### src/rtl/adxl_z_reader_pkg.sv
// Shared constants for the ADXL345 Z-axis reader: register map, config
// values, read command and the state encodings of both state machines.
package adxl_z_reader_pkg;

    localparam logic [5:0] ADDR_DATA_FORMAT = 6'h31;
    localparam logic [5:0] ADDR_BW_RATE     = 6'h2C;
    localparam logic [5:0] ADDR_POWER_CTL   = 6'h2D;
    localparam logic [5:0] ADDR_DATAZ0      = 6'h36;

    // 4-wire SPI, +/-2 g, 10-bit right-justified
    localparam logic [7:0] VAL_DATA_FORMAT  = 8'h00;
    // 100 Hz output data rate
    localparam logic [7:0] VAL_BW_RATE      = 8'h0A;
    // measurement mode
    localparam logic [7:0] VAL_POWER_CTL    = 8'h08;

    // R=1, MB=1, address DATAZ0: reads DATAZ0 then DATAZ1
    localparam logic [7:0] CMD_READ_Z       = {2'b11, ADDR_DATAZ0};

    typedef enum logic [2:0] {
        PWRUP, CFG_FMT, CFG_BW, CFG_PWR, GAP, IDLE, RD_Z, UPDATE
    } state_t;

    typedef enum logic [1:0] {
        ENG_IDLE, ENG_LEAD, ENG_SHIFT, ENG_TRAIL
    } eng_phase_t;

    // Single-register write frame: {R=0, MB=0, addr[5:0]}, data
    function automatic logic [15:0] write_frame(input logic [5:0] addr, input logic [7:0] data);
        return {2'b00, addr, data};
    endfunction

endpackage

### src/rtl/adxl_z_reader_spi_byte_engine.sv
// Mode-3 SPI master that shifts one 16- or 24-bit frame per start request.
// CS leads the first SCLK fall and trails the last SCLK rise by CLK_DIV
// cycles; done pulses right after the last rising edge so the caller can
// use the received word before CS has released.
module spi_byte_engine
    import adxl_z_reader_pkg::*;
#(
    parameter int CLK_DIV = 25
) (
    input  logic        clk,
    input  logic        rst,
    input  logic        start,
    input  logic        frame24,
    input  logic [23:0] tx_data,
    input  logic        miso,
    output logic        sclk,
    output logic        cs_n,
    output logic        mosi,
    output logic        busy,
    output logic        done,
    output logic [23:0] rx_data
);

    localparam int DIV_W = (CLK_DIV > 1) ? $clog2(CLK_DIV) : 1;
    localparam logic [DIV_W-1:0] DIV_LAST = DIV_W'(CLK_DIV - 1);

    eng_phase_t        phase_reg;
    logic [DIV_W-1:0]  div_cnt_reg;
    logic [4:0]        bit_cnt_reg;
    logic [23:0]       shift_reg;
    logic [23:0]       rx_reg;
    logic              sclk_reg;
    logic              cs_n_reg;
    logic              mosi_reg;
    logic              done_reg;
    logic              div_hit;

    assign div_hit = (div_cnt_reg == DIV_LAST);

    // Half-period timer, bit sequencing and both shift registers
    always_ff @(posedge clk or negedge rst) begin
        if (!rst) begin
            phase_reg   <= ENG_IDLE;
            div_cnt_reg <= '0;
            bit_cnt_reg <= '0;
            shift_reg   <= '0;
            rx_reg      <= '0;
            sclk_reg    <= 1'b1;
            cs_n_reg    <= 1'b1;
            mosi_reg    <= 1'b0;
            done_reg    <= 1'b0;
        end else begin
            done_reg <= 1'b0;
            if (phase_reg != ENG_IDLE && !div_hit)
                div_cnt_reg <= div_cnt_reg + 1'b1;
            else
                div_cnt_reg <= '0;

            case (phase_reg)
                ENG_IDLE: begin
                    if (start) begin
                        cs_n_reg    <= 1'b0;
                        phase_reg   <= ENG_LEAD;
                        // 16-bit frames are left-aligned so bit 23 is always next out
                        shift_reg   <= frame24 ? tx_data : {tx_data[15:0], 8'h00};
                        bit_cnt_reg <= frame24 ? 5'd24 : 5'd16;
                        rx_reg      <= '0;
                    end
                end
                ENG_LEAD: begin
                    if (div_hit) begin
                        sclk_reg  <= 1'b0;
                        mosi_reg  <= shift_reg[23];
                        shift_reg <= {shift_reg[22:0], 1'b0};
                        phase_reg <= ENG_SHIFT;
                    end
                end
                ENG_SHIFT: begin
                    if (div_hit) begin
                        if (!sclk_reg) begin
                            sclk_reg    <= 1'b1;
                            rx_reg      <= {rx_reg[22:0], miso};
                            bit_cnt_reg <= bit_cnt_reg - 1'b1;
                            if (bit_cnt_reg == 5'd1) begin
                                done_reg  <= 1'b1;
                                phase_reg <= ENG_TRAIL;
                            end
                        end else begin
                            sclk_reg  <= 1'b0;
                            mosi_reg  <= shift_reg[23];
                            shift_reg <= {shift_reg[22:0], 1'b0};
                        end
                    end
                end
                ENG_TRAIL: begin
                    if (div_hit) begin
                        cs_n_reg  <= 1'b1;
                        mosi_reg  <= 1'b0;
                        phase_reg <= ENG_IDLE;
                    end
                end
                default: phase_reg <= ENG_IDLE;
            endcase
        end
    end

    assign sclk    = sclk_reg;
    assign cs_n    = cs_n_reg;
    assign mosi    = mosi_reg;
    assign busy    = (phase_reg != ENG_IDLE);
    assign done    = done_reg;
    assign rx_data = rx_reg;

endmodule

### src/rtl/adxl_z_reader.sv
// ADXL345 Z-axis reader: waits for sensor power-up, writes the three
// configuration registers, then reads DATAZ0/DATAZ1 on every sample tick
// and presents the 10-bit two's-complement result with a one-cycle strobe.
module adxl_z_reader
    import adxl_z_reader_pkg::*;
#(
    parameter int CLK_DIV    = 25,
    parameter int PWRUP_WAIT = 100000,
    parameter int SAMPLE_DIV = 500000,
    parameter int CS_GAP     = 50
) (
    input  logic       clk,
    input  logic       rst,
    output logic       spi_sclk,
    output logic       spi_cs_n,
    output logic       spi_mosi,
    input  logic       spi_miso,
    input  logic       int2_in,
    output logic       int2_sync,
    output logic [9:0] z_data,
    output logic       z_valid,
    output logic       init_done
);

    localparam int PW_W  = (PWRUP_WAIT > 1) ? $clog2(PWRUP_WAIT) : 1;
    localparam int SMP_W = (SAMPLE_DIV > 1) ? $clog2(SAMPLE_DIV) : 1;
    localparam int GAP_W = (CS_GAP > 1) ? $clog2(CS_GAP) : 1;

    state_t             state_reg, state_next;
    state_t             ret_reg, ret_next;
    logic               start_reg, start_next;
    logic               clr_pending;
    logic [PW_W-1:0]    pwr_cnt_reg;
    logic [GAP_W-1:0]   gap_cnt_reg;
    logic [SMP_W-1:0]   smp_cnt_reg;
    logic               pending_reg;
    logic               init_done_reg;
    logic [9:0]         z_data_reg;
    logic               int2_meta_reg, int2_sync_reg;

    logic               eng_busy, eng_done, eng_frame24;
    logic [23:0]        eng_tx, eng_rx;
    logic               pwr_done, gap_done, smp_tick;
    logic               unused_rx;

    assign pwr_done = (pwr_cnt_reg == PW_W'(PWRUP_WAIT - 1));
    assign gap_done = !eng_busy && (gap_cnt_reg == GAP_W'(CS_GAP - 1));
    assign smp_tick = (smp_cnt_reg == SMP_W'(SAMPLE_DIV - 1));

    spi_byte_engine #(.CLK_DIV(CLK_DIV)) u_engine (
        .clk     (clk),
        .rst     (rst),
        .start   (start_reg),
        .frame24 (eng_frame24),
        .tx_data (eng_tx),
        .miso    (spi_miso),
        .sclk    (spi_sclk),
        .cs_n    (spi_cs_n),
        .mosi    (spi_mosi),
        .busy    (eng_busy),
        .done    (eng_done),
        .rx_data (eng_rx)
    );

    // Frame to send is chosen by the transaction state currently active
    always_comb begin
        eng_tx      = '0;
        eng_frame24 = 1'b0;
        case (state_reg)
            CFG_FMT: eng_tx = {8'h00, write_frame(ADDR_DATA_FORMAT, VAL_DATA_FORMAT)};
            CFG_BW:  eng_tx = {8'h00, write_frame(ADDR_BW_RATE, VAL_BW_RATE)};
            CFG_PWR: eng_tx = {8'h00, write_frame(ADDR_POWER_CTL, VAL_POWER_CTL)};
            RD_Z: begin
                eng_tx      = {CMD_READ_Z, 16'h0000};
                eng_frame24 = 1'b1;
            end
            default: ;
        endcase
    end

    // Next-state logic; GAP returns to whichever state was queued in ret_reg
    always_comb begin
        state_next  = state_reg;
        ret_next    = ret_reg;
        clr_pending = 1'b0;
        case (state_reg)
            PWRUP:   if (pwr_done) state_next = CFG_FMT;
            CFG_FMT: if (eng_done) begin state_next = GAP; ret_next = CFG_BW;  end
            CFG_BW:  if (eng_done) begin state_next = GAP; ret_next = CFG_PWR; end
            CFG_PWR: if (eng_done) begin state_next = GAP; ret_next = IDLE;    end
            GAP:     if (gap_done) state_next = ret_reg;
            IDLE: begin
                if (pending_reg) begin
                    state_next  = RD_Z;
                    clr_pending = 1'b1;
                end
            end
            RD_Z:    if (eng_done) state_next = UPDATE;
            UPDATE: begin
                state_next = GAP;
                ret_next   = IDLE;
            end
            default: state_next = PWRUP;
        endcase
        // Kick the engine once on entry to any transaction state
        start_next = (state_next != state_reg) &&
                     (state_next inside {CFG_FMT, CFG_BW, CFG_PWR, RD_Z});
    end

    // State register, power-up and CS-gap timers, init flag and Z capture
    always_ff @(posedge clk or negedge rst) begin
        if (!rst) begin
            state_reg     <= PWRUP;
            ret_reg       <= IDLE;
            start_reg     <= 1'b0;
            pwr_cnt_reg   <= '0;
            gap_cnt_reg   <= '0;
            init_done_reg <= 1'b0;
            z_data_reg    <= '0;
        end else begin
            state_reg   <= state_next;
            ret_reg     <= ret_next;
            start_reg   <= start_next;
            pwr_cnt_reg <= (state_reg == PWRUP && !pwr_done) ? pwr_cnt_reg + 1'b1 : '0;
            // Gap only counts once CS is really high, i.e. the engine has released it
            gap_cnt_reg <= (state_reg == GAP && eng_busy == 1'b0) ? gap_cnt_reg + 1'b1 : '0;
            if (state_next == IDLE)
                init_done_reg <= 1'b1;
            if (state_reg == RD_Z && eng_done)
                z_data_reg <= {eng_rx[1:0], eng_rx[15:8]};
        end
    end

    // Free-running sample divider; one pending request, extra ticks are dropped
    always_ff @(posedge clk or negedge rst) begin
        if (!rst) begin
            smp_cnt_reg <= '0;
            pending_reg <= 1'b0;
        end else begin
            smp_cnt_reg <= smp_tick ? '0 : smp_cnt_reg + 1'b1;
            if (smp_tick)
                pending_reg <= 1'b1;
            else if (clr_pending)
                pending_reg <= 1'b0;
        end
    end

    // Two-flop synchronizer for the asynchronous INT2 pin
    always_ff @(posedge clk or negedge rst) begin
        if (!rst) begin
            int2_meta_reg <= 1'b0;
            int2_sync_reg <= 1'b0;
        end else begin
            int2_meta_reg <= int2_in;
            int2_sync_reg <= int2_meta_reg;
        end
    end

    // Command-phase bits and DATAZ1[7:2] carry no Z information
    assign unused_rx = ^{eng_rx[23:16], eng_rx[7:2]};

    assign z_data    = z_data_reg;
    assign z_valid   = (state_reg == UPDATE);
    assign init_done = init_done_reg;
    assign int2_sync = int2_sync_reg;

endmodule

### config.mk
export PLATFORM = sky130hd
export DESIGN_NAME = adxl_z_reader
export DESIGN_NICKNAME = d
export VERILOG_FILES = /design/src/rtl/adxl_z_reader_pkg.sv /design/src/rtl/adxl_z_reader_spi_byte_engine.sv /design/src/rtl/adxl_z_reader.sv
export SDC_FILE = /design/constraint.sdc
export NUM_CORES = 1
export LEC_CHECK = 0
export CAP_MARGIN = 5
export CORE_ASPECT_RATIO = 1.5
export CORE_MARGIN = 2
export CORE_UTILIZATION = 55
export DETAILED_ROUTE_END_ITERATION = 7
export PLACE_DENSITY_LB_ADDON = 0.12
export SYNTH_ARGS = -nofsm -noshare
export SYNTH_HDL_FRONTEND = slang
export SYNTH_HIERARCHICAL = 1
export SYNTH_SLANG_ARGS = --single-unit
### constraint.sdc
create_clock -name clk -period 5.32 [get_ports clk]
set_input_delay 1.596 -clock clk [delete_from_list [all_inputs] [get_ports clk]]
set_output_delay 1.596 -clock clk [all_outputs]
set_load 0.1 [all_outputs]
==> out/metrics.cfg <==
[layout]
drive_gt1_share_pct=15.2
antenna_cells=0
fin_cells=722
nets=582
areaGrowthSynthToFinish_pct=15.4
largest_reg_flops=24

[setup_path]
reg2reg_from=u_engine/phase_reg[1]
critPathKind=register to output port
cp-end-kind=output port
crit_chain=and3_1, clkdlybuf4s50_1
startpoint_type=register
rr_endpoint=u_engine/shift_reg[1]
reg2reg_slack_ps=2850
r2r_cells=5
cp.required_ps=3720
critPathSlowestCell=clkdlybuf4s50_1
critPathArrivalTime_ps=2420
path_max_fanout=20
startpoint=state_reg[2]
crit_end=z_valid
cpPeakStageDelay_ps=1120

[yosys]
yosysWarnings=6
synth_area_per_cell_um2=11.2
syn-instance-count=530
syn_area_um2=5940

[timing]
setup_violations=0
post-route-period-util_pct=75.4
final_max_slew_viol_count=0
fmax_mhz=249
max_slew_margin_pct=26.2
hold_viol=0
skew_ps=6.13
rsz0062_at_grt=no
tightestPinTransition_ps=1110
finalSetupTns_ps=0
finalCriticalPeriod_ps=4010

[floorplanning]
die_w_um=88.9
die-height_um=131
dieArea_um2=11700
start_util_pct=56.4
num_rows=46
coreArea_um2=10500
ioPinCount=20

[global_routing]
track_usage_pct=20.9
antenna_found_initial=0
busiest_layer=met2
use_met3_pct=4.84
grt_max_degree=69
grt_pass1_wl_mm=19.4
grt_pass1_vias=4107
gr-total-overflow=0
met2_usage_pct=34.3
use_met1_pct=26.7

[power]
pwr-share-seq_pct=43.8
powerDensity_nw_per_um2=302
power_frac_comb_pct=1.4
p_switching_mw=0.460
p_clk_share_pct=54.8
leakage_nw=3.04
finalPower_mw=2.07
switching_share_pct=22.2
p_int_mw=1.61
peakVddDrop_uv=249

[route]
drt_iter0_drc=140
route.detailed.wl_per_inst_um=15.6
drc_errors=0
routed_wl_mm=11.2
ant_nets=0
vias_per_cell=5.66
via_count=4089
first_pass_iters=4

[clock_network]
cts_sinks=119
path_clk_slew_ps=60
clock_path_buffers=2
numCtsBuffers=17
cts_hold_buf=0
post_cts_resized=0
cts-root-buf=clkbuf_16
post_cts_buffers=0
cts_tree=done
clk_latency_ps=400
htreeDepth=4

[worst_hold_path]
worst_hold_path_type=register to register
worstHoldStart=int2_meta_reg

[place]
io_buffers=19
place_inst=690
dp_hpwl_mm=7.34
gp_congestion=0.802

[flow_run]
cap_violations=0

[status]
outcome=finished clean

-- stage by stage --
| stage | hold slack (ps) | util (%) | worst slack [ps] | instance area (um2) |
|---|---|---|---|---|
| 6_report | 350 | 65.1 | 1310 | 6850 |
| 5_1_grt | 357 | 65.1 | 1200 | 6850 |
| 4_1_cts | 355 | 65.1 | 1300 | 6850 |
| 3_5_place_dp | 342 | 59.4 | 1740 | 6260 |
| 3_3_place_gp | 349 | 59.4 | 1770 | 6260 |
| 2_1_floorplan | 331 | - | 2170 | 6010 |
-- critical path: cells and delay by family (launching register included) --
family / cells / cell delay (ps)
DFF: 1 / 660
buffers and inverters: 1 / 1120
and+or+nand+nor: 1 / 230
-- power by group through the flow --
| stage | Sequential (mW) | Clock (mW) | Combinational, mW |
|---|---|---|---|
| after global routing | 0.906 | 1.19 | 0.0350 |
| after floorplan | 0.926 | 0 | 0.00459 |
| after detailed placement | 0.923 | 0 | 0.0302 |
| after CTS | 0.906 | 1.16 | 0.0302 |
| after global placement | 0.923 | 0 | 0.0296 |
| final | 0.907 | 1.14 | 0.0289 |
-- placed cells by master (no fill, tap or decap), drive strengths merged, types with 4 or more instances in the layout --
cell type	count
mux2	36
nor3	8
clkbuf	17
xnor2	12
nand3b	4
nor4b	4
conb	20
ha	13
clkinvlp	4
and3	6
nand2	39
buf	6
nor2b	12
nand4	14
xor2	20
dfrtp	115
clkdlybuf4s50	18
a21oi	12
nor2	39
dfstp	4
and4	8
or3	4
inv	20
mux2i	22
a22o	24
nand3	16
o21ai	31
-- how the worst min path moves through the flow --
stage	end	slack, ps	cells after the start
final	int2_sync	350	0
after global routing	int2_sync	360	0
after CTS	int2_sync	360	0
after detailed placement	int2_sync	340	0
after global placement	int2_sync	350	0
after floorplan	int2_sync	330	0
-- cell type report --
| type | instances | area [um2] |
|---|---|---|
| fill | 853 | 3680 |
| sequential | 119 | 2980 |
| multi-input combinational | 389 | 2820 |
| clock buffer | 17 | 425 |
| timing repair buffer | 24 | 225 |
| tap | 144 | 180 |
| clock inverter | 15 | 168 |
| inverter | 14 | 52.6 |
-- routing by layer --
| metal | vias to the layer above | share of wire [%] |
|---|---|---|
| met1 | 2042 | 43 |
| li1 | 1952 | - |
| met3 | 20 | 2.9 |
| met5 | - | 0 |
| met4 | 0 | 1.5 |
| met2 | 75 | 52 |
(Power assumes the default switching activity.)
